==> config.mk <==
export PLATFORM = sky130hd
export DESIGN_NAME = adder_ring_counter
export DESIGN_NICKNAME = d
export VERILOG_FILES = /design/src/rtl/adder_ring_counter.sv
export SDC_FILE = /design/constraint.sdc
export NUM_CORES = 1
export LEC_CHECK = 0
export CORE_MARGIN = 4
export CORE_UTILIZATION = 50
export DETAILED_ROUTE_END_ITERATION = 10
export HOLD_SLACK_MARGIN = 0.06
export PLACE_DENSITY = 0.76
export SYNTH_ARGS = -nofsm -noshare
export SYNTH_HDL_FRONTEND = slang
export SYNTH_SLANG_ARGS = --single-unit
==> constraint.sdc <==
create_clock -name wb_clk_i -period 4.3 [get_ports wb_clk_i]
set_input_delay 1.29 -clock wb_clk_i [delete_from_list [all_inputs] [get_ports wb_clk_i]]
set_output_delay 1.29 -clock wb_clk_i [all_outputs]
set_load 0.005 [all_outputs]
==> src/rtl/adder_ring_counter.sv <==
// adder_ring_counter
//   Measures the instrumented ripple adder's ring frequency: enables the
//   ring loop, lets it settle, then counts synchronized rising edges of
//   chain_out over a programmable window of wb_clk_i cycles.
//
// Ports:
//   wb_clk_i   sole clock, rising edge
//   rst_n      asynchronous active-low reset
//   start      measurement request, sampled only while idle
//   window     count window length in cycles, captured on accepted start
//   chain_out  asynchronous ring output from the adder
//   ring_en    enables the adder ring loop (registered)
//   busy       high while settling or counting
//   done       one-cycle pulse when count/overflow are valid
//   count      rising edges seen in the last window (saturating)
//   overflow   count saturated during the last window
module adder_ring_counter #(
   parameter int unsigned COUNT_W     = 32,
   parameter int unsigned WINDOW_W    = 32,
   parameter int unsigned SYNC_STAGES = 2,
   parameter int unsigned SETTLE      = 4
) (
   input  logic                wb_clk_i,
   input  logic                rst_n,
   input  logic                start,
   input  logic [WINDOW_W-1:0] window,
   input  logic                chain_out,
   output logic                ring_en,
   output logic                busy,
   output logic                done,
   output logic [COUNT_W-1:0]  count,
   output logic                overflow
);

   localparam int unsigned SETTLE_W = $clog2(SETTLE + 1);

   localparam logic [1:0] S_IDLE  = 2'd0;
   localparam logic [1:0] S_ARM   = 2'd1;
   localparam logic [1:0] S_COUNT = 2'd2;
   localparam logic [1:0] S_DONE  = 2'd3;

   logic [1:0]             state_q, state_d;
   logic [SYNC_STAGES-1:0] sync_q, sync_d;
   logic                   prev_q;
   logic [WINDOW_W-1:0]    win_q, win_d;
   logic [SETTLE_W-1:0]    settle_q, settle_d;
   logic [COUNT_W-1:0]     count_q, count_d;
   logic                   ovf_q, ovf_d;
   logic                   ring_en_q, ring_en_d;
   logic                   busy_q, busy_d;
   logic                   done_q, done_d;
   logic                   synced;
   logic                   edge_det;

   assign sync_d   = {sync_q[SYNC_STAGES-2:0], chain_out};
   assign synced   = sync_q[SYNC_STAGES-1];
   assign edge_det = synced & ~prev_q;

   always_comb begin
      state_d  = state_q;
      win_d    = win_q;
      settle_d = settle_q;
      count_d  = count_q;
      ovf_d    = ovf_q;
      case (state_q)
         S_IDLE: begin
            if (start) begin
               count_d = '0;
               ovf_d   = 1'b0;
               if (window != '0) begin
                  state_d  = S_ARM;
                  win_d    = window;
                  settle_d = SETTLE_W'(SETTLE);
               end else begin
                  state_d = S_DONE;
               end
            end
         end
         S_ARM: begin
            // settle_q was loaded with SETTLE on entry; leaving at 1 gives exactly SETTLE cycles here
            if (settle_q <= SETTLE_W'(1)) begin
               state_d = S_COUNT;
            end else begin
               settle_d = settle_q - SETTLE_W'(1);
            end
         end
         S_COUNT: begin
            if (edge_det) begin
               if (count_q == '1) begin
                  ovf_d = 1'b1;
               end else begin
                  count_d = count_q + COUNT_W'(1);
               end
            end
            win_d = win_q - WINDOW_W'(1);
            if (win_q == WINDOW_W'(1)) begin
               state_d = S_DONE;
            end
         end
         S_DONE: begin
            state_d = S_IDLE;
         end
         default: begin
            state_d = S_IDLE;
         end
      endcase
   end

   // Outputs decoded from next state so they are plain flops aligned with state_q
   always_comb begin
      ring_en_d = (state_d == S_ARM) || (state_d == S_COUNT);
      busy_d    = ring_en_d;
      done_d    = (state_d == S_DONE);
   end

   always_ff @(posedge wb_clk_i or negedge rst_n) begin
      if (!rst_n) begin
         state_q   <= S_IDLE;
         sync_q    <= '0;
         prev_q    <= 1'b0;
         win_q     <= '0;
         settle_q  <= '0;
         count_q   <= '0;
         ovf_q     <= 1'b0;
         ring_en_q <= 1'b0;
         busy_q    <= 1'b0;
         done_q    <= 1'b0;
      end else begin
         state_q   <= state_d;
         sync_q    <= sync_d;
         prev_q    <= synced;
         win_q     <= win_d;
         settle_q  <= settle_d;
         count_q   <= count_d;
         ovf_q     <= ovf_d;
         ring_en_q <= ring_en_d;
         busy_q    <= busy_d;
         done_q    <= done_d;
      end
   end

   assign ring_en  = ring_en_q;
   assign busy     = busy_q;
   assign done     = done_q;
   assign count    = count_q;
   assign overflow = ovf_q;

endmodule

* Word-level counts from Yosys, hierarchy flattened
Index checks and enable logic that the tools add are counted.
** Cells by class
- Order comparisons :: 1
- Reduce and logical (&&, ||, !) cells :: 9
- Equality and inequality tests :: 14
- $add $sub $neg :: 3
- Mux-type cells :: 20
- Bitwise logic cells :: 2
** Operators with widths (count)
- 2-to-1 mux 32 bit :: 5
- case mux 32 bit (2 select lines) :: 2
- adder 32 x 1 -> 32 bit, second input constant :: 1
- equality test 32 x 1 -> 1 bit, second input constant :: 1
- equality test 32 bit, second input constant :: 1
- nonzero test 32 bit :: 1
- subtractor 32 x 1 -> 32 bit, second input constant :: 1
- inequality test 2 bit, second input constant :: 6
- AND reduction 4 bit :: 3
- 2-to-1 mux 3 bit :: 3
- equality test 2 bit, second input constant :: 4
- 2-to-1 mux 2 bit :: 4
- case mux 2 bit (4 select lines) :: 1
- case mux 3 bit (2 select lines) :: 1
- equality test 2 x 1 -> 1 bit, second input constant :: 2
- nonzero test 2 bit :: 2
- <= comparator 3 x 1 -> 1 bit, second input constant :: 1
- 2-to-1 mux 1 bit :: 3
- AND reduction 3 bit :: 1
- subtractor 3 x 1 -> 3 bit, second input constant :: 1
- logical NOT 2 bit :: 1
- case mux 1 bit (2 select lines) :: 1
- bitwise AND 1 bit :: 1
- logical OR 1 bit :: 1
- NOT 1 bit :: 1
** Storage, ports and cells
- Output and inout port bits :: 36
- Bits of input ports :: 36
- Register bits after elaboration :: 75

* Logic depth before layout (Yosys ltp)
Gate-level depths: netlist of run 1.
- Depth in word-level cells :: 6
- Depth in mapped cells :: 8
- Mapped depth without buffers :: 7

* Worst setup path after synthesis of run 1
OpenSTA, ideal clock, no wires.
- Path type :: input port to flip-flop
- From :: input port window[27]
- To :: register win_q[4]
- Data required time :: 4.162 ns
- Cell stages on the path :: 7
- Slack :: 1.365 ns
- Arrival time :: 2.797 ns
- Cell sequence :: nor4_1 > nand4_1 > o21ai_0 > a21o_1 > clkbuf_1 > buf_1 > o22ai_1
** On the way
- Word-level cells in the longest chain between the ends :: 3
** RTL lines
- start, declared :: line 26 : input logic [WINDOW_W-1:0] window,
- nonzero test 32 bit :: line 70 : if (window != '0) begin
- inequality test 2 bit (no source line)
- AND reduction 3 bit (no source line)
- end signal, assigned :: line 132 : win_q <= win_d;
- end, declared :: line 45 : logic [WINDOW_W-1:0] win_q, win_d;
Every way passes these cells.
A chain may end at the register's enable or synchronous reset.

* Worst setup path in the final report of run 1
- From :: input port window[19]
- To :: register win_q[27]
Same word-level chain as after synthesis.

==> flow_results.org, run 1 <==
** Outcome
- Status :: completed

** Floorplanning
- The core region is 8341 um2.
- Vert. Die Dim :: 101.3 um
- Boundary Pins :: 72
- Die area :: 10,270 um2
- For this configuration, the core starts out at a cell density of 0.5222.
- Die W :: 101.3 um
- After floorplanning, the core was divided into 33 placement rows.

** Clock network
- The number of gates resized after CTS was 0.
- Worst-Skew Late Latency :: 0.36 ns
- Counting the buffers created by CTS gives 9.
- Clk slew on worst S/H paths :: 0.08 ns
- Post-cts hold buffer count :: 0
- Clock tree from TritonCTS :: done
- Setup repair bufs after CTS :: 0
- The longest clock path from root to sink contains 2 buffers.
- The H-tree generated during clock tree synthesis spans 3 levels.
- Total number of clock tree sinks :: 75
- CTS placed an instance of sky130_fd_sc_hd__clkbuf_8 at the clock tree root.

** Routing
- Pre-antenna DRT Iters :: 5
- In the final routed layout, each cell accounts on average for 18.37 um.
- The detail route stage leaves a number of antenna-violating nets equal to 0.
- After the first detailed-routing iteration, the DRC count stood at 375.
- Summed over all layers, the routed wires come to 12.12 mm.
- Via count :: 4,320
- In the routed design, unresolved DRC markers number 0.
- Vias per cell :: 6.545

** Worst setup path
- Crit-path max FO :: 11
- Crit end category :: flip-flop
- Number of buffers and inverters on the critical path :: 1
- CP Data Required Time :: 4.54 ns
- Critical Path Start Type :: input pin
- On the critical path the largest part of the delay comes from compound AO/OA/AOI/OAI gates.
- Critical path class :: input pin to flip-flop
- Crit path cell chain :: clkdlybuf4s50_1, nor4_1, nand4_1, o21ai_0, a21oi_1, o221a_1
- The slowest stage of the critical path is the sky130_fd_sc_hd__clkdlybuf4s50_1 cell.
- For this run, the slowest stage of the critical path takes 0.42 ns.
- STA puts the critical path data arrival time at 3.57 ns.

** Logic synthesis
- Post-synthesis cell type count :: 62
- The synthesized design contains 0 enable-type register cells.
- Post-synthesis sequential area ratio :: 0.4309
- The number of nets in the synthesized netlist is 527.
- Gate count after technology mapping :: 486
- Top_reg_cell synth :: sky130_fd_sc_hd__dfrtp_1
- The synthesized netlist occupies a cell area of 4355 um2.
- Number of synthesis warnings :: 0
- Mean cell area of the mapped netlist :: 8.962 um2
- Share of flip-flops with an asynchronous set or reset :: 1.000
- After synthesis the netlist holds a flip-flop and latch count of 75.

** STA
- Worst Hold Slack :: 0.3554 ns
- Time the worst path needs with I/O delays and setup :: 3.334 ns
- Headroom to the max-slew limit came out at 0.2675.
- At the pin with the least slew margin, the transition time is 1.099 ns.
- Worst Clk Skew :: 0.01261 ns
- Timing would allow up to 299.9 MHz.
- Post-route clock period utilization :: 0.7754
- Setup repair after global routing left no endpoint under its margin.
- Hold violation total from the final report :: 0
- Final total negative setup slack :: 0 ns
- The max-slew violation count came to 0.
- Final Setup Violations :: 0

** Worst hold path
- Min-delay worst type :: flip-flop to flip-flop

** Cells and area
- The top cell types in the final layout, fill and taps aside, are 75 x sky130_fd_sc_hd__dfrtp_1, 70 x sky130_fd_sc_hd__clkdlybuf4s50_1, 55 x sky130_fd_sc_hd__a21oi_1.
- Measured on the finished design, the core utilization comes to 0.6467.
- The area growth from synthesis to layout is 23.84%.
- Most common cell after layout, fill and taps aside :: sky130_fd_sc_hd__dfrtp_1
- Once layout is done, the placed cells without fillers occupy 5394 um2.
- In the final design database the tool counted 591 nets.
- In the final layout, the share of cells above drive strength 1 is 0.08288.
- Number of antenna diodes :: 0

** Power
- Switching Fraction :: 0.3792
- Total leakage power :: 2.004 nW
- For this design the total switching power over the nets is 1.063 mW.
- Portion of total power attributed to sequential cells :: 0.428
- Of the total power, the clock network draws 0.240.
- Internal power :: 1.740 mW
- Across the VDD grid, the largest voltage drop is 454.4 uV.
- Of the total power, combinational logic draws 0.331.
- Power spread over the standard cell area amounts to 519.7 nW/um2.

** Global route
- First-pass GRT wire length :: 20.12 mm
- Total grt overflow :: 0
- Combined global-route utilization of all metal layers :: 0.2439
- The number of global-route vias before repair came to 4,007.
- Number of antenna violations at the first check in global routing :: 0
- Largest net degree at the start of global routing :: 76

** Flow run
- Max-cap violations in this run came to 0.

** Placed design
- The placed instances occupy a cell area of 5145 um2.
- At the end of routability-driven placement, the weighted congestion stood at 0.9281.
- Quantity of I/O buffers inserted on ports :: 71
- DP HPWL :: 8.546 mm
[cell type report]
type	count	area [um2]
fill	701	2947
timing repair buffer	79	768.2
sequential	75	1877
clock inverter	6	111.4
multi-input combinational	377	2338
inverter	8	30.03
clock buffer	10	137.6
tap	105	131.4
[power groups by stage]
stage	combinational, mW	sequential [mW]	clock (mW)
after floorplan	0.703	1.08	0
after global placement	0.888	1.19	0
after detailed placement	0.919	1.20	0
after CTS	0.924	1.19	0.681
after global routing	1.03	1.24	0.719
final	0.929	1.20	0.674
[registers in the layout, indices dropped and copies added (netlist names)]
signal	cells
count	32
win_q	32
settle_q	3
state_q	2
sync_q	2
busy	1
done	1
overflow	1
prev_q	1
[worst reg2reg max path: cells and delay by family (launching register included)]
family	cells	cell delay, ns
AOI/OAI and AO/OA	2	0.60
DFF	1	1.03
and+or+nand+nor	3	1.37
[stage by stage]
stage          setup slack, ns  total power [mW]  std cells
2_1_floorplan            1.365             1.785        486
3_3_place_gp            0.6729             2.077        644
3_5_place_dp            0.6602             2.122        644
4_1_cts                  1.028             2.794        660
5_1_grt                 0.8147             2.988        660
6_report                0.9657             2.803        660
[path summary, 6_finish.rpt]
path,cells after the start,startpoint,slack (ns),endpoint
setup / recovery,6,window[19],0.97,win_q[27]$_DFFE_PN0P_
hold / removal,0,sync_q[0]$_DFF_PN0_,0.36,sync_q[1]$_DFF_PN0_
setup reg to reg,5,state_q[1]$_DFF_PN0_,1.21,count[27]$_DFFE_PN0P_
hold reg to reg,0,sync_q[0]$_DFF_PN0_,0.36,sync_q[1]$_DFF_PN0_
max in group asynchronous,1,rst_n,2.55,win_q[11]$_DFFE_PN0P_
min in group asynchronous,1,rst_n,1.06,win_q[23]$_DFFE_PN0P_
[metal layers]
metal | global-route usage | share of wire | vias up
met2 | 0.3592 | 0.46 | 167
li1 | - | - | 2019
met5 | 0 | 0 | -
met1 | 0.3624 | 0.46 | 2114
met3 | 0.05028 | 0.067 | 20
met4 | 0.07260 | 0.014 | 0
[cell usage after synthesis (all sizes together), types with 2 or more instances]
library cell	count	area, um2
a2bb2oi	2	17.52
o211ai	3	22.52
o22ai	4	25.02
mux2	2	22.52
nor4bb	2	20.02
nor4	25	175.2
o31a	2	17.52
or3	22	137.6
nor3	16	90.09
ha	5	62.56
nor3b	2	20.02
o31ai	10	75.07
and4	5	43.79
dfrtp	75	1877
inv	7	26.28
and3	8	50.05
nand2b	5	31.28
o2bb2ai	3	26.28
or4	15	123.9
a211oi	6	45.04
mux2i	3	30.03
o21ai	29	145.1
nor2	39	148.9
buf	8	48.79
a21oi	55	275.3
or2	5	31.28
a31oi	5	31.28
o21a	3	22.52
nand4b	2	17.52
a31o	4	35.03
nand4	14	87.58
a22o	2	17.52
o32a	11	110.1
o2111ai	2	17.52
nand2	30	112.6
xor2	2	17.52
clkbuf	18	67.56
nand3	16	80.08
and2	6	37.54
[kinds of logic after synthesis]
kind of cell             count (synthesis)  share of synthesized area
adder cells (fa/ha/maj)                  5                    0.01436
AND/OR/NAND/NOR                        215                     0.2835
AO/OA/AOI/OAI                          150                     0.2215
multiplexers                             5                    0.01207
flip-flops                              75                     0.4309
XOR/XNOR                                 2                   0.004023
buffers and inverters                   34                    0.03361
Note: power is estimated with default switching activity, not from simulation.
==> run 2, diff against run 1 <==
clock period = 3.2 ns   (was 4.3 ns; I/O delays follow)
==> run 2 against run 1 <==
Clock skew about the same. Global-route usage grew 0.054 points. Die area stayed put. Design area is 1.6% higher. Via count increased by 1.0%. Combinational power grew 47%. Routed wire length is 1.2% higher. Critical path depth rose by 1. Non-clock buffer count grew 9. Total power is 37% higher. First-iteration DRC count fell by 6.7%. Flip-flop and latch count stayed put. Largest power group unchanged. Highest routed layer unchanged.
==> flow_results.org, run 2 (synthesis results as in run 1) <==
** Outcome
- Status :: completed

** Global route
- The global-route wire length before repair was 20.19 mm (+0.34%).
- Vias in the first global route :: 4,107 (+2.5%)
- Total grt overflow :: 0 (unchanged)
- Number of antenna violations at the first check in global routing :: 0 (unchanged)
- Largest net degree at the start of global routing :: 76 (unchanged)
- The global-route usage over all layers is 0.2444 (+0.0005407).

** Routing
- Number of violations reported at the end of detailed-routing iteration 0 :: 350 (-6.7%)
- The remaining antenna violation count after routing came to 0 (unchanged).
- Detailed-route wire length per cell :: 18.33 um (-0.17%)
- Via count :: 4,365 (+1.0%)
- The detailed-route wire length came to 12.27 mm (+1.2%).
- The via density per instance is 6.525 (-0.32%).
- Remaining routing DRC violations :: 0 (unchanged)
- Pre-antenna DRT Iters :: 5 (unchanged)

** Placed design
- Quantity of I/O buffers inserted on ports :: 71 (unchanged)
- Cell area after placement :: 5238 um2 (+1.8%)
- The worst slack after detailed placement is 0.07745 ns (-0.5828 ns).
- The half-perimeter wire length after placement was 8.595 mm (+0.57%).
- The number of cells in the design after placement was 653 (+1.4%).
- The last weighted congestion value of the routability-driven placer was 0.8966 (-3.4%).

** STA
- The worst setup skew after layout was 0.01232 ns (-0.0002954 ns).
- Hold violation total from the final report :: 0 (unchanged)
- Dividing the final minimum period by the clock period gives 0.8738.
- The slew at the pin closest to its max-slew limit was 0.9695 ns (-0.1292 ns).
- Setup repair after global routing left no endpoint under its margin.
- The final-layout setup total negative slack was 0 ns (unchanged).
- Time the worst path needs with I/O delays and setup :: 2.796 ns
- Final worst slack :: 0.4038 ns (-0.5619 ns)
- The tightest slew margin relative to the limit came to 0.3537 (+0.08614).
- Timing would allow up to 357.6 MHz.
- Final Setup Violations :: 0 (unchanged)
- Number of max-slew violations in the final report :: 0 (unchanged)

** Power
- Power share of the combinational group :: 0.357 (+0.026)
- The power per standard cell area is 699.1 nW/um2 (+35%).
- The leakage power figure is 2.056 nW (+2.6%).
- Portion of total power attributed to sequential cells :: 0.407 (-0.021)
- The internal power component is 2.395 mW (+38%).
- The fraction of power consumed by the clock network is 0.237 (-0.003).
- Worst ir drop on vdd :: 588.7 uV (+30%)
- Total power after layout :: 3.830 mW (+37%)
- Net Sw Power :: 1.436 mW (+35%)
- Switching Fraction :: 0.3748 (-0.004415)

** Worst setup path
- Critical Path Start Type :: input pin
- Critical-path top delay cell :: sky130_fd_sc_hd__clkdlybuf4s50_1
- Crit path cell chain :: clkdlybuf4s50_1, nor4_1, nand4_1, o21ai_0, a21oi_1, buf_4, a21oi_1
- Arrival time reported for the critical path endpoint :: 3.07 ns (-0.50 ns)
- Number of buffers and inverters on the critical path :: 2 (+1)
- Crit end category :: flip-flop
- The cell that appears most often on the critical path is sky130_fd_sc_hd__a21oi_1.
- CP Data Required Time :: 3.47 ns (-1.07 ns)
- The critical-path maximum fanout was 7 (-4).
- The delay contributed by the slowest stage of the critical path was 0.42 ns (about the same).
- Category of cells accounting for the largest share of critical-path delay :: compound AO/OA/AOI/OAI gates
- The critical path is of the input pin to flip-flop type.

** Clock network
- The number of levels the H-tree was split into is 3 (unchanged).
- Setup repair bufs after CTS :: 0 (unchanged)
- Worst-Skew Late Latency :: 0.36 ns (about the same)
- The number of sinks handled by clock tree synthesis is 75 (unchanged).
- Cts bufs inserted :: 9 (unchanged)
- Number of buffers on the longest clock path :: 2 (unchanged)
- The tree is rooted in a sky130_fd_sc_hd__clkbuf_8.
- The number of buffers inserted by hold repair at cts is 0 (unchanged).
- The count of instances resized after the clock tree is built came to 0 (unchanged).
- The clock-pin slew on the worst setup and hold paths is 0.08 ns (about the same).
- Clock tree from TritonCTS :: done

** Cells and area
- Post-synthesis to final-layout area growth :: 25.80%
- Number of antenna diodes :: 0 (unchanged)
- Most common cell after layout, fill and taps aside :: sky130_fd_sc_hd__dfrtp_1
- Fraction of layout cells with a size suffix above 1 :: 0.09574 (+0.01286)
- Post-route cell area :: 5479 um2 (+1.6%)
- Non-filler instance count after layout :: 669 (+1.4%)
- The fill cell instance count of the final layout was 684 (-2.4%).
- In the layout the commonest cells are 75 x sky130_fd_sc_hd__dfrtp_1, 70 x sky130_fd_sc_hd__clkdlybuf4s50_1, 55 x sky130_fd_sc_hd__a21oi_1.
- The final net count came to 600 (+1.5%).

** Floorplanning
- The width of the die is 101.3 um (unchanged).
- The number of top-level pins came to 72 (unchanged).
- Vert. Die Dim :: 101.3 um (unchanged)
- Die area :: 10,270 um2 (unchanged)
- The number of rows in the core area came to 33 (unchanged).
- The starting density of the core is 0.5222 (unchanged).
- The core area is 8341 um2 (unchanged).

** Worst hold path
- In this run the worst hold path is classified as flip-flop to flip-flop.

** Flow run
- Max_cap viols :: 0 (unchanged)
run 2: power groups by stage:
| stage | Clock [mW] | Sequential [mW] | Combinational (mW) |
|---|---|---|---|
| after global routing | 0.959 | 1.60 | 1.51 |
| after global placement | 0 | 1.55 | 1.31 |
| final | 0.907 | 1.56 | 1.37 |
| after CTS | 0.912 | 1.55 | 1.36 |
| after detailed placement | 0 | 1.56 | 1.35 |
| after floorplan | 0 | 1.45 | 0.945 |
run 2: layout make-up:
type | count | area [um2] | share of cell area
Timing Repair Buffer | 88 | 860.8 | 0.1571
Clock buffer | 11 | 141.4 | 0.02581
Multi-Input combinational cell | 377 | 2338 | 0.4268
Tap cell | 105 | 131.4 | 0.02398
Clock inverter | 5 | 100.1 | 0.01827
Inverter | 8 | 30.03 | 0.005481
Sequential cell | 75 | 1877 | 0.3425
run 2: path summary, 6_finish.rpt:
kind,end,slack [ns],from,depth (start not counted)
setup / recovery,win_q[19]$_DFFE_PN0P_,0.40,window[16],7
min in group asynchronous,win_q[18]$_DFFE_PN0P_,0.75,rst_n,1
setup reg to reg,busy$_DFF_PN0_,0.46,win_q[18]$_DFFE_PN0P_,6
hold reg to reg,sync_q[1]$_DFF_PN0_,0.36,sync_q[0]$_DFF_PN0_,0
max in group asynchronous,win_q[28]$_DFFE_PN0P_,1.81,rst_n,1
hold / removal,sync_q[1]$_DFF_PN0_,0.36,sync_q[0]$_DFF_PN0_,0
run 2: stage by stage:
| step | util | hold WS (ns) |
|---|---|---|
| floorplan | - | 0.3312 |
| global placement | 0.6280 | 0.3321 |
| detailed placement | 0.6280 | 0.3395 |
| CTS | 0.6569 | 0.3572 |
| global route | 0.6569 | 0.3698 |
| finish | 0.6569 | 0.3573 |
run 2: routing by layer:
layer,vias to the layer above,share of wire,global-route usage
li1,2033,-,-
met1,2140,0.48,0.3651
met2,170,0.44,0.3576
met3,22,0.069,0.04821
met4,0,0.015,0.07669
met5,-,0,0
